==> src/rtl/aes_pkg.sv <==
// Shared types and constant tables for the AES-256 inverse key schedule.
// Holds the forward S-box, the round constants and the FSM state encoding.
package aes_pkg;

    localparam int NK = 8;
    localparam int NR = 14;

    typedef logic [31:0] word_t;

    typedef enum logic [1:0] {
        IDLE,
        EMIT_HI,
        EMIT_LO,
        CALC
    } inv_ks_state_t;

    localparam logic [7:0] SBOX [256] = '{
        8'h63, 8'h7c, 8'h77, 8'h7b, 8'hf2, 8'h6b, 8'h6f, 8'hc5, 8'h30, 8'h01, 8'h67, 8'h2b, 8'hfe, 8'hd7, 8'hab, 8'h76,
        8'hca, 8'h82, 8'hc9, 8'h7d, 8'hfa, 8'h59, 8'h47, 8'hf0, 8'had, 8'hd4, 8'ha2, 8'haf, 8'h9c, 8'ha4, 8'h72, 8'hc0,
        8'hb7, 8'hfd, 8'h93, 8'h26, 8'h36, 8'h3f, 8'hf7, 8'hcc, 8'h34, 8'ha5, 8'he5, 8'hf1, 8'h71, 8'hd8, 8'h31, 8'h15,
        8'h04, 8'hc7, 8'h23, 8'hc3, 8'h18, 8'h96, 8'h05, 8'h9a, 8'h07, 8'h12, 8'h80, 8'he2, 8'heb, 8'h27, 8'hb2, 8'h75,
        8'h09, 8'h83, 8'h2c, 8'h1a, 8'h1b, 8'h6e, 8'h5a, 8'ha0, 8'h52, 8'h3b, 8'hd6, 8'hb3, 8'h29, 8'he3, 8'h2f, 8'h84,
        8'h53, 8'hd1, 8'h00, 8'hed, 8'h20, 8'hfc, 8'hb1, 8'h5b, 8'h6a, 8'hcb, 8'hbe, 8'h39, 8'h4a, 8'h4c, 8'h58, 8'hcf,
        8'hd0, 8'hef, 8'haa, 8'hfb, 8'h43, 8'h4d, 8'h33, 8'h85, 8'h45, 8'hf9, 8'h02, 8'h7f, 8'h50, 8'h3c, 8'h9f, 8'ha8,
        8'h51, 8'ha3, 8'h40, 8'h8f, 8'h92, 8'h9d, 8'h38, 8'hf5, 8'hbc, 8'hb6, 8'hda, 8'h21, 8'h10, 8'hff, 8'hf3, 8'hd2,
        8'hcd, 8'h0c, 8'h13, 8'hec, 8'h5f, 8'h97, 8'h44, 8'h17, 8'hc4, 8'ha7, 8'h7e, 8'h3d, 8'h64, 8'h5d, 8'h19, 8'h73,
        8'h60, 8'h81, 8'h4f, 8'hdc, 8'h22, 8'h2a, 8'h90, 8'h88, 8'h46, 8'hee, 8'hb8, 8'h14, 8'hde, 8'h5e, 8'h0b, 8'hdb,
        8'he0, 8'h32, 8'h3a, 8'h0a, 8'h49, 8'h06, 8'h24, 8'h5c, 8'hc2, 8'hd3, 8'hac, 8'h62, 8'h91, 8'h95, 8'he4, 8'h79,
        8'he7, 8'hc8, 8'h37, 8'h6d, 8'h8d, 8'hd5, 8'h4e, 8'ha9, 8'h6c, 8'h56, 8'hf4, 8'hea, 8'h65, 8'h7a, 8'hae, 8'h08,
        8'hba, 8'h78, 8'h25, 8'h2e, 8'h1c, 8'ha6, 8'hb4, 8'hc6, 8'he8, 8'hdd, 8'h74, 8'h1f, 8'h4b, 8'hbd, 8'h8b, 8'h8a,
        8'h70, 8'h3e, 8'hb5, 8'h66, 8'h48, 8'h03, 8'hf6, 8'h0e, 8'h61, 8'h35, 8'h57, 8'hb9, 8'h86, 8'hc1, 8'h1d, 8'h9e,
        8'he1, 8'hf8, 8'h98, 8'h11, 8'h69, 8'hd9, 8'h8e, 8'h94, 8'h9b, 8'h1e, 8'h87, 8'he9, 8'hce, 8'h55, 8'h28, 8'hdf,
        8'h8c, 8'ha1, 8'h89, 8'h0d, 8'hbf, 8'he6, 8'h42, 8'h68, 8'h41, 8'h99, 8'h2d, 8'h0f, 8'hb0, 8'h54, 8'hbb, 8'h16
    };

    // Entry 0 is never selected; the schedule only uses Rcon[1..7].
    localparam logic [7:0] RCON [8] = '{
        8'h00, 8'h01, 8'h02, 8'h04, 8'h08, 8'h10, 8'h20, 8'h40
    };

endpackage

==> src/rtl/aes_sub_word.sv <==
// Combinational SubWord: the AES S-box applied to each byte of a 32-bit word.
module aes_sub_word
    import aes_pkg::*;
(
    input  word_t word_i,
    output word_t word_o
);

    assign word_o = {SBOX[word_i[31:24]], SBOX[word_i[23:16]],
                     SBOX[word_i[15:8]],  SBOX[word_i[7:0]]};

endmodule

==> src/rtl/aes256_inv_key_schedule.sv <==
// Reverse AES-256 key schedule: regenerates rk14..rk0 from w52..w59, one word per cycle.
// Optional macro INV_KS_KEY_OUT_EN adds cipher_key_o/key_valid_o carrying the recovered key.
module aes256_inv_key_schedule
    import aes_pkg::*;
(
    input  logic         clk_i,
    input  logic         rst_ni,
    input  logic         start_i,
    input  logic [255:0] last_key_i,
    output logic [127:0] rk_data_o,
    output logic [3:0]   rk_idx_o,
    output logic         rk_valid_o,
    input  logic         rk_ready_i,
    output logic         busy_o,
    output logic         done_o
`ifdef INV_KS_KEY_OUT_EN
    ,
    output logic [255:0] cipher_key_o,
    output logic         key_valid_o
`endif
);

    inv_ks_state_t state_q, state_d;
    word_t         win_q [NK];
    word_t         win_d [NK];
    logic [1:0]    cnt_q, cnt_d;
    logic [3:0]    idx_q, idx_d;
    logic [127:0]  data_q, data_d;
    logic          valid_q, valid_d;
    logic          done_q, done_d;

    logic          hs;
    logic [5:0]    j;
    logic          rotSel;
    logic          subSel;
    word_t         subIn;
    word_t         subOut;
    word_t         tWord;
    word_t         newWord;

    assign hs = valid_q & rk_ready_i;

    // During CALC for key r, the word being undone is w[j] with j = 4r+11-cnt.
    assign j       = {idx_q, 2'b00} + 6'd11 - {4'b0000, cnt_q};
    assign rotSel  = (j[2:0] == 3'd0);
    assign subSel  = (j[2:0] == 3'd4);
    assign subIn   = rotSel ? {win_q[6][23:0], win_q[6][31:24]} : win_q[6];
    assign tWord   = rotSel ? (subOut ^ {RCON[j[5:3]], 24'h000000})
                   : subSel ? subOut : win_q[6];
    assign newWord = win_q[7] ^ tWord;

    aes_sub_word u_sub_word (
        .word_i (subIn),
        .word_o (subOut)
    );

    always_comb begin
        state_d = state_q;
        win_d   = win_q;
        cnt_d   = cnt_q;
        idx_d   = idx_q;
        data_d  = data_q;
        valid_d = valid_q;
        done_d  = 1'b0;
        case (state_q)
            IDLE: begin
                if (start_i && !done_q) begin
                    state_d = EMIT_HI;
                    for (int k = 0; k < NK; k++) begin
                        win_d[k] = last_key_i[(NK-1-k)*32 +: 32];
                    end
                    data_d  = last_key_i[127:0];
                    idx_d   = 4'(NR);
                    valid_d = 1'b1;
                end
            end
            EMIT_HI: begin
                if (hs) begin
                    state_d = EMIT_LO;
                    data_d  = {win_q[0], win_q[1], win_q[2], win_q[3]};
                    idx_d   = idx_q - 4'd1;
                end
            end
            EMIT_LO: begin
                if (hs) begin
                    valid_d = 1'b0;
                    if (idx_q == 4'd0) begin
                        state_d = IDLE;
                        done_d  = 1'b1;
                    end else begin
                        state_d = CALC;
                        cnt_d   = 2'd0;
                        idx_d   = idx_q - 4'd1;
                    end
                end
            end
            CALC: begin
                win_d[0] = newWord;
                for (int k = 1; k < NK; k++) begin
                    win_d[k] = win_q[k-1];
                end
                cnt_d = cnt_q + 2'd1;
                if (cnt_q == 2'd3) begin
                    state_d = EMIT_LO;
                    valid_d = 1'b1;
                    data_d  = {newWord, win_q[0], win_q[1], win_q[2]};
                end
            end
            default: state_d = IDLE;
        endcase
    end

    always_ff @(posedge clk_i or negedge rst_ni) begin
        if (!rst_ni) begin
            state_q <= IDLE;
            for (int k = 0; k < NK; k++) begin
                win_q[k] <= '0;
            end
            cnt_q   <= '0;
            idx_q   <= '0;
            data_q  <= '0;
            valid_q <= 1'b0;
            done_q  <= 1'b0;
        end else begin
            state_q <= state_d;
            win_q   <= win_d;
            cnt_q   <= cnt_d;
            idx_q   <= idx_d;
            data_q  <= data_d;
            valid_q <= valid_d;
            done_q  <= done_d;
        end
    end

    assign rk_data_o  = data_q;
    assign rk_idx_o   = idx_q;
    assign rk_valid_o = valid_q;
    assign busy_o     = (state_q != IDLE);
    assign done_o     = done_q;

`ifdef INV_KS_KEY_OUT_EN
    logic [255:0] cipherKey_q;

    // On the rk0 handshake the window holds w0..w7, i.e. the original key.
    always_ff @(posedge clk_i or negedge rst_ni) begin
        if (!rst_ni) begin
            cipherKey_q <= '0;
        end else if (done_d) begin
            cipherKey_q <= {win_q[0], win_q[1], win_q[2], win_q[3],
                            win_q[4], win_q[5], win_q[6], win_q[7]};
        end
    end

    assign cipher_key_o = cipherKey_q;
    assign key_valid_o  = done_q;
`endif

endmodule

==> config.mk <==
export PLATFORM = sky130hd
export DESIGN_NAME = aes256_inv_key_schedule
export DESIGN_NICKNAME = d
export VERILOG_FILES = /design/src/rtl/aes_pkg.sv /design/src/rtl/aes_sub_word.sv /design/src/rtl/aes256_inv_key_schedule.sv
export SDC_FILE = /design/constraint.sdc
export NUM_CORES = 2
export LEC_CHECK = 0
export BUFFER_PORTS_ARGS = -buffer_cell sky130_fd_sc_hd__buf_4
export CORE_MARGIN = 2
export CORE_UTILIZATION = 35
export DETAILED_ROUTE_END_ITERATION = 10
export PLACE_DENSITY = 0.56
export SLEW_MARGIN = 25
export SYNTH_ARGS = -nofsm -noshare
export SYNTH_HDL_FRONTEND = slang
export SYNTH_SLANG_ARGS = --single-unit
==> constraint.sdc <==
create_clock -name clk_i -period 4.4 [get_ports clk_i]
set_input_delay 0 -clock clk_i [delete_from_list [all_inputs] [get_ports clk_i]]
set_output_delay 0 -clock clk_i [all_outputs]
set_load 0.01 [all_outputs]
**After elaboration in Yosys (flattened, before gate mapping)**

Memories as Yosys holds them, arrays and structs flattened.
Cells that the tools add are included.

- Input port bits: 260
- Bits in registers: 394
- Logic and storage cells: 103
- Memories: 5
- ROM bits: 8256
- Output and inout port bits: 135

Memory list:

| name | depth | width | rd ports | clocked after Yosys merged registers in | wr ports | RTL line | RTL |
|---|---|---|---|---|---|---|---|
| (name not given) | 256 | 8 | 1 | 0 | 0 | aes_sub_word.sv:9 | `assign word_o = {SBOX[word_i[31:24]], SBOX[word_i[23:16]],` |
| (name not given) | 256 | 8 | 1 | 0 | 0 | aes_sub_word.sv:10 | `SBOX[word_i[15:8]], SBOX[word_i[7:0]]};` |
| (name not given) | 256 | 8 | 1 | 0 | 0 | aes_sub_word.sv:9 |  |
| (name not given) | 256 | 8 | 1 | 0 | 0 | aes_sub_word.sv:10 |  |
| (name not given) | 8 | 8 | 1 | 0 | 0 | aes256_inv_key_schedule.sv:48 | `assign tWord = rotSel ? (subOut ^ {RCON[j[5:3]], 24'h000000})` |

- Multiplexer cells: 40
- Eq/ne operators: 10
- Bitwise logic cells: 8
- $add $sub $neg: 4
- Order comparisons: 5
- Reductions and logical operators: 17

Operators by type and width:

| kind | number |
|---|---|
| $pmux 256 s2 | 1 |
| $mux 128 | 3 |
| $pmux 128 s3 | 1 |
| $mux 256 | 1 |
| $mux 32 | 3 |
| $mux 8 | 10 |
| $xor 32x32->32 | 2 |
| $ge 9x9->1 const B | 4 |
| $not 8->9 | 4 |
| $mux 4 | 4 |
| $mux 2 | 7 |
| $pmux 4 s3 | 1 |
| $reduce_and 4->1 | 3 |
| $ne 2x2->1 const B | 5 |
| $reduce_bool 3->1 | 3 |
| $pmux 2 s4 | 1 |
| $add 6x4->6 const B | 1 |
| $eq 2x2->1 const B | 3 |
| $mux 1 | 6 |
| $reduce_bool 2->1 | 3 |
| $sub 6x2->6 | 1 |
| $reduce_and 5->1 | 1 |
| $ge 4x4->1 const B | 1 |
| $logic_not 4->1 | 1 |
| other kinds (14) | 14 |

**Depth between registers and ports, before layout**

- Depth in word-level cells: 13
- Gate-level depth with buffers: 20
- Depth with buffers taken out: 15

**Cells and area by module**

Synthesis repeated with hierarchy kept, for this count alone.

- Cells, all modules: 4263
- Area total of the unflattened synthesis: 34378.0 um^2

By module, submodules not included:

| module | cells each | instances | area each (um^2) | sequential area each (um^2) |
|---|---|---|---|---|
| aes256_inv_key_schedule | 2078 | 1 | 20608.5 | 9859.5 |
| aes_sub_word | 2185 | 1 | 13769.5 | 0.0 |

**Least setup slack after synthesis**

OpenSTA, ideal clock, no wires.

- Path type: register to register
- Start: register cnt_q[0]
- End: register data_q[111], in the netlist rk_data_o[111]
- Required time: 4.269 ns
- Slack: 0.301 ns
- Arrival: 3.968 ns
- Buffers on the path: 7
- Setup time: 0.131 ns
- Stages on the path, launching flop included: 20
- Clock period less this slack: 4.099 ns
- Cell sequence: dfrtp_1 ha_1 buf_6 nor2b_4 buf_6 buf_8 mux2_4 clkbuf_1 ha_1 clkbuf_1 clkbuf_1 clkbuf_1 mux2i_1 a221oi_1 nor3_1 o211ai_1 o221ai_1 xnor2_1 a221oi_2 o21ai_1

- Longest elaborated chain between the ends: 12
- Elaborated cells on any way between the ends: 17
- Classes of those cells: 1 x add/sub; 3 x eq/ne; 7 x mux; 3 x bitwise; 2 x reduce/logical; 1 x memory

Ends and longest elaborated chain:

| item | RTL line | RTL |
|---|---|---|
| start, declared | aes256_inv_key_schedule.sv:26 | `logic [1:0] cnt_q, cnt_d;` |
| start signal, assigned | aes256_inv_key_schedule.sv:127 | `cnt_q <= cnt_d;` |
| $sub 6x2->6 | aes256_inv_key_schedule.sv:44 | `assign j = {idx_q, 2'b00} + 6'd11 - {4'b0000, cnt_q};` |
| $logic_not 3->1 | aes256_inv_key_schedule.sv:45 | `assign rotSel = (j[2:0] == 3'd0);` |
| $mux 32 | aes256_inv_key_schedule.sv:47 | `assign subIn = rotSel ? {win_q[6][23:0], win_q[6][31:24]} : win_q[6];` |
| $not 8->9 (not written as such) | aes_sub_word.sv:10 |  |
| $mem_v2 256x8 | n/a |  |
| $mux 8 (not written as such) (2 in a row) | aes_sub_word.sv:10 |  |
| $mux 32 or $xor 32x32->32 (tied branches) | aes256_inv_key_schedule.sv:49, aes256_inv_key_schedule.sv:48 |  |
| $mux 32 | aes256_inv_key_schedule.sv:48 |  |
| $xor 32x32->32 | aes256_inv_key_schedule.sv:50 | `assign newWord = win_q[7] ^ tWord;` |
| $mux 128 | aes256_inv_key_schedule.sv:103 | `if (cnt_q == 2'd3) begin` |
| $pmux 128 s3 | aes256_inv_key_schedule.sv:65 | `case (state_q)` |
| end signal, assigned | aes256_inv_key_schedule.sv:129 | `data_q <= data_d;` |
| end, declared | aes256_inv_key_schedule.sv:28 | `logic [127:0] data_q, data_d;` |

Parallel ways exist; a longest one is shown, timed or not. The select of a mux whose other input is x is not followed.
A chain may end at the register's enable or synchronous reset.

**Final worst setup path**

- Start: register cnt_q[0]
- End: register data_q[119], in the netlist rk_data_o[119]

- Longest elaborated chain between the ends: 12
- Elaborated cells on any way between the ends: 17
- Classes of those cells: 1 x add/sub; 3 x eq/ne; 7 x mux; 3 x bitwise; 2 x reduce/logical; 1 x memory

Ends and longest elaborated chain:

| item | RTL line |
|---|---|
| $sub 6x2->6 | aes256_inv_key_schedule.sv:44 |
| $logic_not 3->1 | aes256_inv_key_schedule.sv:45 |
| $mux 32 | aes256_inv_key_schedule.sv:47 |
| $not 8->9 (not written as such) | aes_sub_word.sv:9 |
| $mem_v2 256x8 | n/a |
| $mux 8 (not written as such) (2 in a row) | aes_sub_word.sv:9 |
| $mux 32 or $xor 32x32->32 (tied branches) | aes256_inv_key_schedule.sv:49, aes256_inv_key_schedule.sv:48 |
| $mux 32 | aes256_inv_key_schedule.sv:48 |
| $xor 32x32->32 | aes256_inv_key_schedule.sv:50 |
| $mux 128 | aes256_inv_key_schedule.sv:103 |
| $pmux 128 s3 | aes256_inv_key_schedule.sv:65 |

Parallel ways exist; a longest one is shown, timed or not. The select of a mux whose other input is x is not followed.

==> impl_metrics.yaml <==
clocking:
  path_clk_slew_ps: 80
  cts_root_buf: "clkbuf_16"
  clock_latency_ps: 680
  numCtsBuffers: 47
  clk_path_buf_depth: 3
  cts_tree: "done"
  clock_sinks: 394
  post_cts_buffers: 0
  h-tree-depth: 2
worst_setup_path:
  reg2reg_from: "cnt_q[0]"
  worstSetupPathType: "flop to flop"
  cp-start-kind: "flop"
  reg2reg_depth: 14
  worstPathRequired_ps: 4910
  crit_fanout: 24
  timing.rr.end: "rk_data_o[119]"
  endpoint_kind: "flop"
  worstPathArrival_ps: 4890
  rrSetupSlack_ps: 20
timing:
  rsz0062_at_grt: "true"
  final.period_utilization: 0.9944
  finClkSkew_ps: 55.28
  relSlewSlack: 0.3057
  fmax_ghz: 0.2285
  worst_slack_ps: 24.55
  hold_violations: 0
  period_needed_ps: 4375
  worstMarginPinSlew_ps: 1041
  setup_viol_count_final: 0
  slew_violations: 0
die:
  core-area_um2: 98130
  start_util: 0.3521
  num_rows: 115
  die_y_um: 318.2
  top_level_ports: 395
  die_area_um2: 101200
  die_w_um: 318.2
yosys:
  syn_inst: 4433
  syn_area_per_cell_um2: 7.794
  synthFlopType: "dfrtp_1"
  synth_top_area_cell: "dfrtp_1"
  ys_ff_latch: 394
  synth_edf_count: 0
  synth.yosys.warnings: 0
  syn-num-nets: 4736
  yosysUniqueCellTypes: 107
  yosysMostFrequentCell: "nand2_1"
  yosys.area.top_type_share: 0.2854
  netlist_top_cells_count: "nand2_1 (608), o21ai_0 (453), dfrtp_1 (394)"
  synthTopCellsByArea: "dfrtp_1 (29%), mux2i_1 (8.8%), nand2_1 (6.6%)"
  ys_seq_area_frac: 0.2854
  synth_area_um2: 34550
  synth-async-reset-ratio: 1.000
placement:
  numPortBuffers: 394
  dp_cells: 6097
  place_area_um2: 41160
  gp_congestion: 1.017
  pre_cts_ws_ps: -197.7
  dp_hpwl_um: 149300
route:
  drc: 0
  vias: 42250
  ant_nets: 0
  viasPerCell: 6.552
  drt_wl_total_um: 205700
  drt_iter0_markers: 5971
  wl_per_cell_um: 31.90
  first_pass_iters: 6
finish:
  regArea_um2: 9859
  final_cells: 6448
  multi_input_area_um2: 22630
  fill_cells: 9820
  syn2layout_area_growth_pct: 31.94
  layout-drive-gt1-share: 0.2155
  final_cell_area_um2: 45580
  nets: 5421
global_routing:
  grt_pass1_vias: 40580
  grt_max_degree: 132
  gr-total-overflow: 0
  grt_first_pass_wirelength_um: 296200
  grt_usage: 0.3900
  antenna_found_initial: 10
power_and_ir_drop:
  irDropWorstVdd_mv: 0.2645
  finalPower_mw: 8.388
  powerDensity_nw_per_um2: 184.0
  p_leak_nw: 18.63
worst_hold_path:
  hold_class: "input pin to asynchronous set/reset pin"
status:
  outcome: "finished clean"
job:
  maxCapViolCount: 0
state kept, by name, summed over array words and instances (netlist names):
| signal | flops |
|---|---|
| rk_data_o | 128 |
| rk_idx_o | 4 |
| done_o | 1 |
| win_q | 256 |
| state_q | 2 |
| cnt_q | 2 |
| rk_valid_o | 1 |
power by group:
group          internal [mW]  total, mW  switching, mW  leakage (nW)
Sequential              3.62       3.62       0.000724          5.42
Clock                   2.33       4.13           1.79         0.778
Combinational          0.356      0.636          0.280          12.4
Total                   6.31       8.39           2.07          18.6
worst max-delay path by stage:
stage / to / from / cells past startpoint
4_1_cts: rk_data_o[118] / cnt_q[0] / 18
6_report: rk_data_o[119] / cnt_q[0] / 14
5_1_grt: win_q[244] / cnt_q[0] / 17
2_1_floorplan: rk_data_o[111] / cnt_q[0] / 19
3_3_place_gp: rk_data_o[125] / cnt_q[0] / 16
3_5_place_dp: rk_data_o[101] / cnt_q[0] / 16
worst max-delay path: stages, from the launching register on:
cell and delay [ps]:
dfrtp_1 410, ha_4 200, nor2b_4 180, buf_12 210, buf_16 240, o21ai_4 150, buf_4 280, nor2_1 820
a21oi_1 80, o211ai_1 300, a31oi_1 140, o32ai_1 510, nor3_2 130, nor4b_1 170, or3_1 360
cell type report:
type,instances,area share
Timing Repair Buffer,1125,0.2122
Inverter,55,0.004694
Sequential cell,394,0.2163
Clock inverter,18,0.005023
Clock buffer,68,0.02973
Tap cell,1287,0.03533
Multi-Input combinational cell,3495,0.4964
Antenna cell,6,0.0003294
placed cells by master, fill, tap and decap left out, types with 16 or more instances in the layout:
cell type / netlist / layout
xnor2_1: 19 / 17
dlygate4sd3_1: 0 / 258
nor4_1: 19 / 18
a311oi_1: 37 / 36
buf_12: 1 / 43
o2111ai_1: 28 / 28
o22ai_1: 35 / 35
a211oi_1: 89 / 86
mux2_2: 48 / 48
mux2i_1: 305 / 297
nand3_1: 102 / 101
o32ai_1: 19 / 18
a22oi_1: 120 / 120
dfrtp_1: 394 / 394
o211ai_1: 99 / 99
a311o_1: 16 / 16
o21ai_0: 453 / 450
a221oi_1: 51 / 50
o311ai_0: 27 / 24
clkbuf_16: 0 / 48
o31ai_1: 21 / 20
or3_1: 18 / 18
nand2b_1: 39 / 38
a31oi_1: 166 / 164
nor3_1: 73 / 71
ha_1: 43 / 32
nor2_1: 318 / 317
and3_1: 44 / 44
a211o_1: 27 / 27
o221ai_1: 36 / 36
buf_4: 20 / 821
a2111oi_0: 33 / 28
nand4_1: 24 / 24
inv_1: 47 / 42
a21oi_1: 260 / 259
nand2_1: 608 / 608
nor2b_1: 24 / 24
cell families (layout without fill, tap and decap cells):
logic type | after synthesis | in the layout | synth area share
compound gates | 1704 | 1704 | 0.3319
simple gates | 1342 | 1342 | 0.1736
buf+inv | 544 | 1266 | 0.07116
flops | 394 | 394 | 0.2854
mux | 372 | 372 | 0.1137
fa+ha+maj | 43 | 43 | 0.01557
xor+xnor | 34 | 34 | 0.008619
other cells | 0 | 6 | 0
timing repair:
item,4_1_cts,5_1_grt
endpoints found under the hold margin,493,0
resized for setup,7,41
endpoints found under the setup margin,8,27
pin swaps,0,6
hold buffers,258,0
gates cloned,0,1
routing by layer:
metal | global-route usage | share of wire | vias to the layer above | wire (um)
li1 | - | - | 18140 | -
met1 | 0.5339 | 0.42 | 20710 | 85730
met3 | 0.1070 | 0.11 | 610 | 23030
met4 | 0.1632 | 0.050 | 10 | 10220
met5 | 0 | 0.00036 | - | 74
met2 | 0.5753 | 0.42 | 2775 | 86670
stage by stage:
step	hold WS [ps]	setup TNS [ps]	util
2_1_floorplan	-295.6	0	-
6_report	14.85	0	0.4645
5_1_grt	103.9	0	0.4644
3_3_place_gp	120.6	-1554	0.4193
3_5_place_dp	123.5	-626.1	0.4195
4_1_cts	44.05	0	0.4623
Power figures use the tool's default switching activity.
